==> config.mk <==
export PLATFORM = sky130hd
export DESIGN_NAME = multi_tick_timer
export DESIGN_NICKNAME = d
export VERILOG_FILES = /design/src/rtl/multi_tick_timer.sv
export SDC_FILE = /design/constraint.sdc
export NUM_CORES = 1
export LEC_CHECK = 0
export BUFFER_PORTS_ARGS = -buffer_cell sky130_fd_sc_hd__buf_2
export CORE_MARGIN = 2
export CORE_UTILIZATION = 67
export DETAILED_ROUTE_END_ITERATION = 8
export GPL_TIMING_DRIVEN = 0
export PLACE_DENSITY_LB_ADDON = 0.15
export SLEW_MARGIN = 40
export SYNTH_ARGS = -nofsm -noshare
export SYNTH_HDL_FRONTEND = slang
export SYNTH_SLANG_ARGS = --single-unit
==> constraint.sdc <==
create_clock -name clock_25mhz -period 8.1 [get_ports clock_25mhz]
set_input_delay 0.405 -clock clock_25mhz [delete_from_list [all_inputs] [get_ports clock_25mhz]]
set_output_delay 0.405 -clock clock_25mhz [all_outputs]
set_load 0.005 [all_outputs]
==> src/rtl/multi_tick_timer.sv <==
// multi_tick_timer: CHANNELS independent programmable tick generators on one clock.
// Each channel counts down a period of P+1 cycles and emits a one-cycle tick
// strobe (used as a clock enable), running/expired status and optionally a
// square wave that toggles on every tick. Channels run periodically or as
// one-shot timers.
// Optional feature macro: MULTI_TICK_TIMER_SQUARE_EN builds the square-wave
// toggle flops; without it `square` is tied low.
module multi_tick_timer #(
    parameter int unsigned CHANNELS       = 4,
    parameter int unsigned WIDTH          = 24,
    parameter int unsigned DEFAULT_PERIOD = 12_499_999,
    localparam int unsigned CHAN_W        = (CHANNELS > 1) ? $clog2(CHANNELS) : 1
) (
    input  logic                clock_25mhz,
    input  logic                reset_n,
    input  logic                cfg_we,
    input  logic [CHAN_W-1:0]   cfg_chan,
    input  logic [WIDTH-1:0]    cfg_period,
    input  logic                cfg_mode,
    input  logic [CHANNELS-1:0] start,
    input  logic [CHANNELS-1:0] stop,
    output logic [CHANNELS-1:0] tick,
    output logic [CHANNELS-1:0] square,
    output logic [CHANNELS-1:0] running,
    output logic [CHANNELS-1:0] expired
);

    typedef enum logic [1:0] {
        S_IDLE = 2'd0,
        S_RUN  = 2'd1,
        S_DONE = 2'd2
    } state_e;

    localparam logic [WIDTH-1:0] RESET_PERIOD = WIDTH'(DEFAULT_PERIOD);

    // Registered per-channel state
    state_e               state_q    [CHANNELS];
    logic [WIDTH-1:0]     cnt_q      [CHANNELS];
    logic [WIDTH-1:0]     per_sh_q   [CHANNELS];
    logic [CHANNELS-1:0]  mode_sh_q;
    logic [CHANNELS-1:0]  mode_act_q;
    logic [CHANNELS-1:0]  tick_q;
    logic [CHANNELS-1:0]  run_q;
    logic [CHANNELS-1:0]  exp_q;

    // Next-state values
    state_e               state_d    [CHANNELS];
    logic [WIDTH-1:0]     cnt_d      [CHANNELS];
    logic [WIDTH-1:0]     per_sh_d   [CHANNELS];
    logic [CHANNELS-1:0]  mode_sh_d;
    logic [CHANNELS-1:0]  mode_act_d;
    logic [CHANNELS-1:0]  tick_d;
    logic [CHANNELS-1:0]  run_d;
    logic [CHANNELS-1:0]  exp_d;

`ifdef MULTI_TICK_TIMER_SQUARE_EN
    logic [CHANNELS-1:0]  sq_q;
    logic [CHANNELS-1:0]  sq_d;
`endif

    // Shadow values as seen this cycle, with a same-cycle config write forwarded
    logic [WIDTH-1:0]     per_new_c  [CHANNELS];
    logic [CHANNELS-1:0]  mode_new_c;

    // Config write decode; out-of-range channel numbers match no channel
    always_comb begin
        for (int i = 0; i < CHANNELS; i++) begin
            per_new_c[i]  = per_sh_q[i];
            mode_new_c[i] = mode_sh_q[i];
            if (cfg_we && (cfg_chan == CHAN_W'(i))) begin
                per_new_c[i]  = cfg_period;
                mode_new_c[i] = cfg_mode;
            end
        end
    end

    // Per-channel next-state and output logic; stop beats start beats counting
    always_comb begin
        mode_sh_d  = mode_new_c;
        mode_act_d = mode_act_q;
        tick_d     = '0;
        exp_d      = exp_q;
        run_d      = '0;
`ifdef MULTI_TICK_TIMER_SQUARE_EN
        sq_d       = sq_q;
`endif
        for (int i = 0; i < CHANNELS; i++) begin
            per_sh_d[i] = per_new_c[i];
            state_d[i]  = state_q[i];
            cnt_d[i]    = cnt_q[i];

            if (stop[i]) begin
                state_d[i] = S_IDLE;
                cnt_d[i]   = '0;
                exp_d[i]   = 1'b0;
`ifdef MULTI_TICK_TIMER_SQUARE_EN
                sq_d[i]    = 1'b0;
`endif
            end else if (start[i]) begin
                // Start or restart: an aborted period produces no tick
                state_d[i]    = S_RUN;
                cnt_d[i]      = per_new_c[i];
                mode_act_d[i] = mode_new_c[i];
                exp_d[i]      = 1'b0;
            end else if (state_q[i] == S_RUN) begin
                if (cnt_q[i] == '0) begin
                    tick_d[i] = 1'b1;
`ifdef MULTI_TICK_TIMER_SQUARE_EN
                    sq_d[i]   = ~sq_q[i];
`endif
                    if (mode_act_q[i]) begin
                        state_d[i] = S_DONE;
                        exp_d[i]   = 1'b1;
                    end else begin
                        cnt_d[i]      = per_new_c[i];
                        mode_act_d[i] = mode_new_c[i];
                    end
                end else begin
                    cnt_d[i] = cnt_q[i] - WIDTH'(1);
                end
            end

            run_d[i] = (state_d[i] == S_RUN);
        end
    end

    // State and output registers
    always_ff @(posedge clock_25mhz or negedge reset_n) begin
        if (!reset_n) begin
            for (int i = 0; i < CHANNELS; i++) begin
                state_q[i]  <= S_IDLE;
                cnt_q[i]    <= '0;
                per_sh_q[i] <= RESET_PERIOD;
            end
            mode_sh_q  <= '0;
            mode_act_q <= '0;
            tick_q     <= '0;
            run_q      <= '0;
            exp_q      <= '0;
        end else begin
            for (int i = 0; i < CHANNELS; i++) begin
                state_q[i]  <= state_d[i];
                cnt_q[i]    <= cnt_d[i];
                per_sh_q[i] <= per_sh_d[i];
            end
            mode_sh_q  <= mode_sh_d;
            mode_act_q <= mode_act_d;
            tick_q     <= tick_d;
            run_q      <= run_d;
            exp_q      <= exp_d;
        end
    end

`ifdef MULTI_TICK_TIMER_SQUARE_EN
    // Square-wave toggle flops
    always_ff @(posedge clock_25mhz or negedge reset_n) begin
        if (!reset_n) begin
            sq_q <= '0;
        end else begin
            sq_q <= sq_d;
        end
    end

    assign square = sq_q;
`else
    assign square = '0;
`endif

    assign tick    = tick_q;
    assign running = run_q;
    assign expired = exp_q;

endmodule

# After elaboration in Yosys (flattened, before gate mapping)
# Cells that the tools add are included.
# classes
addsub	4
eq_ne	15
mux	100
n_bitwise	4
n_reduce_logical	41
# op_table
operator	n
$mux W24	24
$logic_not A24 Y1	4
$sub A24 B1 Y24 const B	4
$mux W1	56
$mux W2	20
$reduce_bool A3 Y1	12
$reduce_and A3 Y1	8
$eq A2 B1 Y1 const B	9
$ne A4 B4 Y1 const B	4
$reduce_bool A2 Y1	8
$reduce_and A2 Y1	4
$eq A2 B2 Y1 const B	2
$logic_and A1 B1 Y1	4
$not A1 Y1	4
$logic_not A2 Y1	1
# totals
register_bits	220
in_bits	38
out_inout_bits	16
wordCells	187

# Longest topological paths before layout
# logic_depth
depth_word	8
mapped_depth	10

# Worst setup path after synthesis
# Ideal clock, no wire load.
# synth_timing
path_type	reg-to-reg
start	register cnt_q[72] (netlist bit)
end	register cnt_q[89] (netlist bit)
setup_time_ps	120
arrival_time_ps	2583
setup_slack_ps	5396
path_stages_with_launch	11
n_path_buf	2
path_cell_list	dfrtp_1 > inv_1 > ha_1 > or3b_2 > clkbuf_1 > nor3_2 > a41oi_1 > o21ai_1 > buf_2 > a21oi_1 > a31o_2
# synth_between
elab_chain_len	5
word_cells_on_any_way	8
classes_between	add/sub (1); eq/ne (1); mux (4); reduce/logical (2)
# synth_rtl
item	line	rtl
start, declared	38	logic [WIDTH-1:0] cnt_q [CHANNELS];
start signal, assigned by index	143	cnt_q[i] <= cnt_d[i];
$sub A24 B1 Y24 / $logic_not A24 Y1 (equally long branches)	119, 106	
$mux W24	106	if (cnt_q[i] == '0) begin
$mux W24	105	end else if (state_q[i] == S_RUN) begin
$mux W24	99	end else if (start[i]) begin
$mux W24	92	if (stop[i]) begin
# Several ways; a longest one is shown, not always the timed one. The select of a mux whose other input is x is not followed.
# A chain may end at the register's enable or synchronous reset.

# Worst setup path after layout
# layout_timing
start	register cnt_q[72] (netlist bit)
end	register cnt_q[79] (netlist bit)
# Same word-level chain as after synthesis.

==> impl_metrics.env <==
export IMPL_hp_class="primary input to register"
export IMPL_min_period_ns=3.52
export IMPL_slowest_stage="nor2_1"
export IMPL_track_usage=0.352
export IMPL_synthArstFlopShare=1.00
export IMPL_skew_ns=0.00844
export IMPL_grt_setup_unrepaired="no"
export IMPL_cpPeakStageDelay_ns=0.76
export IMPL_grt_max_degree=66
export IMPL_diodes=0
export IMPL_initial_core_util=0.684
export IMPL_ys_seq_area_frac=0.494
export IMPL_post_route_cells_drive_above_1_share=0.252
export IMPL_maxCapViolations=0
export IMPL_ios=54
export IMPL_clock_sinks=220
export IMPL_post_drt_via_cell_ratio=6.75
export IMPL_finalSetupTns_ns=0
export IMPL_grt_pass1_vias=9136
export IMPL_dpl_worst_slack_ns=4.80
export IMPL_yosys_warnings=0
export IMPL_crit_buf_inv=2
export IMPL_fin_nets=1233
export IMPL_yosysTopAreaCell="dfrtp_1"
export IMPL_grt_overflow_total=0
export IMPL_final_cell_count_no_fill=1427
export IMPL_cp_required_ns=8.52
export IMPL_crit_type="register to register"
export IMPL_grt_pass1_wl_um=50000
export IMPL_yosys_most_used_dff="dfrtp_1"
export IMPL_area_growth_synth_to_final_pct=12.4
export IMPL_synth_cell_type_count=72
export IMPL_cpMostUsedCell="o21ai_0"
export IMPL_p_leak_nw=5.35
export IMPL_dieArea_mm2=0.0179
export IMPL_clkLatencyLatePin_ns=0.51
export IMPL_root_buffer="clkbuf_16"
export IMPL_path_cells="inv_1 -> ha_1 -> or3b_2 -> clkbuf_1 -> nor3_2 -> a41oi_1 -> nor2_1 -> o21ai_0 -> o21ai_0"
export IMPL_antenna_found_initial=0
export IMPL_die_x_um=134
export IMPL_drtAntennaViolNets=0
export IMPL_synthCells=1112
export IMPL_cts_tree="built"
export IMPL_route_detailed_drc=0
export IMPL_ys_seq_elements=220
export IMPL_routed_wl_um=31400
export IMPL_syn_area_mm2=0.0113
export IMPL_layout_setup_ws_ns=4.58
export IMPL_drv_slew=0
export IMPL_cts_resized=0
export IMPL_hold_violations=0
export IMPL_cts_buffer_depth=3
export IMPL_arrival_ns=3.94
export IMPL_wire_per_inst_um=22.0
export IMPL_end_kind="register"
export IMPL_vias=9632
export IMPL_clk_pin_slew_ns=0.06
export IMPL_synthDominantCellAreaShare=0.345
export IMPL_synth_edf_count=0
export IMPL_max_slew_margin_rel=0.432
export IMPL_htreeDepth=1
export IMPL_setup_violations=0
export IMPL_fmax_mhz=284
export IMPL_dpl_cell_count=1385
export IMPL_drt_initial_drc_count=1121
export IMPL_synth_area_leaders="dfrtp_1 35%, dfstp_2 15%, mux2_2 10%"
export IMPL_start_kind="register"
export IMPL_peakVddDrop_mv=0.213
export IMPL_path_delay_family="simple AND/OR/NAND/NOR gates"
export IMPL_gp_congestion=0.953
export IMPL_fin_hold_ws_ns=0.140
export IMPL_first_pass_iters=5
export IMPL_place_hpwl_um=21800
export IMPL_cts_buffers=23
export IMPL_p_per_area_mw_per_mm2=270
export IMPL_synth_avg_cell_area_um2=10.2
export IMPL_fillCellCount=1128
export IMPL_finalCritPeriodShare=0.435
export IMPL_fin_area_mm2=0.0127
export IMPL_dieHeight_um=134
export IMPL_portBuffers=47
export IMPL_path_max_fanout=10
export IMPL_worst_pin_slew_ns=0.848
export IMPL_fp_coreArea_mm2=0.0165
export IMPL_outcome="complete, no violations"
export IMPL_placed_area_mm2=0.0119
export IMPL_rows=47
synthesized netlist by cell type, types with 6 or more instances:
library cell  count
a211oi_1          8
a21o_1            7
a21oi_1          50
a22oi_1           8
a31o_2            6
a31oi_1          16
a32o_1           14
and3_1            8
buf_2             6
clkbuf_1         44
dfrtp_1         156
dfstp_2          64
inv_1            26
mux2_2          100
mux2i_1           9
nand2_1         102
nand2b_1         16
nand3_1          23
nand3b_1          7
nand4_1          11
nor2_1           78
nor2b_1           7
nor3_1           39
nor4_1           34
o211ai_1         25
o21ai_0          72
o22ai_1          14
o2bb2ai_1        13
o311ai_0         10
o31a_1            7
o31ai_1           8
or2_2            11
or3_1            21
or4_1            14
per-stage QoR:
step	power, mW	util
after floorplan	2.06	-
after global placement	2.31	0.716
after detailed placement	2.34	0.722
after CTS	3.41	0.769
after global routing	3.58	0.769
final	3.43	0.769
layout make-up:
class	instances	area, um2	share of cell area
inverter	27	101	0.00797
sequential	220	5590	0.439
buffer	57	259	0.0204
clock inverter	12	125	0.00984
multi-input combinational	811	5390	0.424
timing repair buffer	51	338	0.0266
tap	220	275	0.0217
clock buffer	29	639	0.0503
sequential cells by signal, indices dropped and copies added (netlist names):
name        cells
tick            4
per_sh_q       96
mode_sh_q       4
cnt_q          96
running         4
state_q         8
mode_act_q      4
expired         4
worst register-to-register path, stage by stage, from the launching register on:
cell,delay [ns]
dfrtp_1,0.43
inv_1,0.09
ha_1,0.21
or3b_2,0.45
clkbuf_1,0.22
nor3_2,0.56
a41oi_1,0.41
nor2_1,0.76
o21ai_0,0.19
o21ai_0,0.12
logic make-up (layout without fill, tap and decap cells):
| logic type | after synthesis | in the layout | synth area share |
|---|---|---|---|
| buffers and inverters | 84 | 176 | 0.0319 |
| AO/OA/AOI/OAI | 294 | 294 | 0.178 |
| multiplexers | 109 | 109 | 0.108 |
| adder cells (fa/ha/maj) | 4 | 4 | 0.00443 |
| flip-flops | 220 | 220 | 0.494 |
| XOR/XNOR | 3 | 3 | 0.00232 |
| AND/OR/NAND/NOR | 397 | 397 | 0.182 |
| other | 1 | 4 | 0.000332 |
where the power goes:
group | switching, mW | internal (mW) | leakage [nW]
Clock | 0.442 | 0.626 | 0.371
Sequential | 0.111 | 1.31 | 2.70
Combinational | 0.592 | 0.348 | 2.28
Total | 1.15 | 2.29 | 5.35
worst paths after layout:
path	from	end	slack (ns)	cells past startpoint
max	cnt_q[72]	cnt_q[79]	4.58	9
min	stop[3]	state_q[0]	0.14	2
max reg2reg	cnt_q[72]	cnt_q[79]	4.58	9
min reg2reg	expired[1]	expired[1]	0.50	2
max in group asynchronous	reset_n	per_sh_q[91]	6.74	4
min in group asynchronous	reset_n	cnt_q[22]	0.38	2
cells in the final DEF, fill, tap and decap left out, types with 26 or more instances in the layout:
cell      count
nand2_1     102
o21ai_0      72
a21oi_1      50
inv_1        26
clkbuf_1     47
dfstp_2      64
mux2_2      100
dfrtp_1     156
nor2_1       78
nor3_1       39
nor4_1       33
buf_2        52
timing repair:
item / in CTS / in global routing
setup buffers: 0 / 0
hold buffers: 1 / 0
hold endpoints to repair: 32 / 0
routing by layer:
layer  vias up  track usage  share of wire
met5         -            0              0
met4         0        0.106          0.029
met3        67       0.0469          0.074
met2       477        0.545           0.47
met1      4740        0.525           0.43
li1       4348            -              -
(Power assumes the default switching activity.)
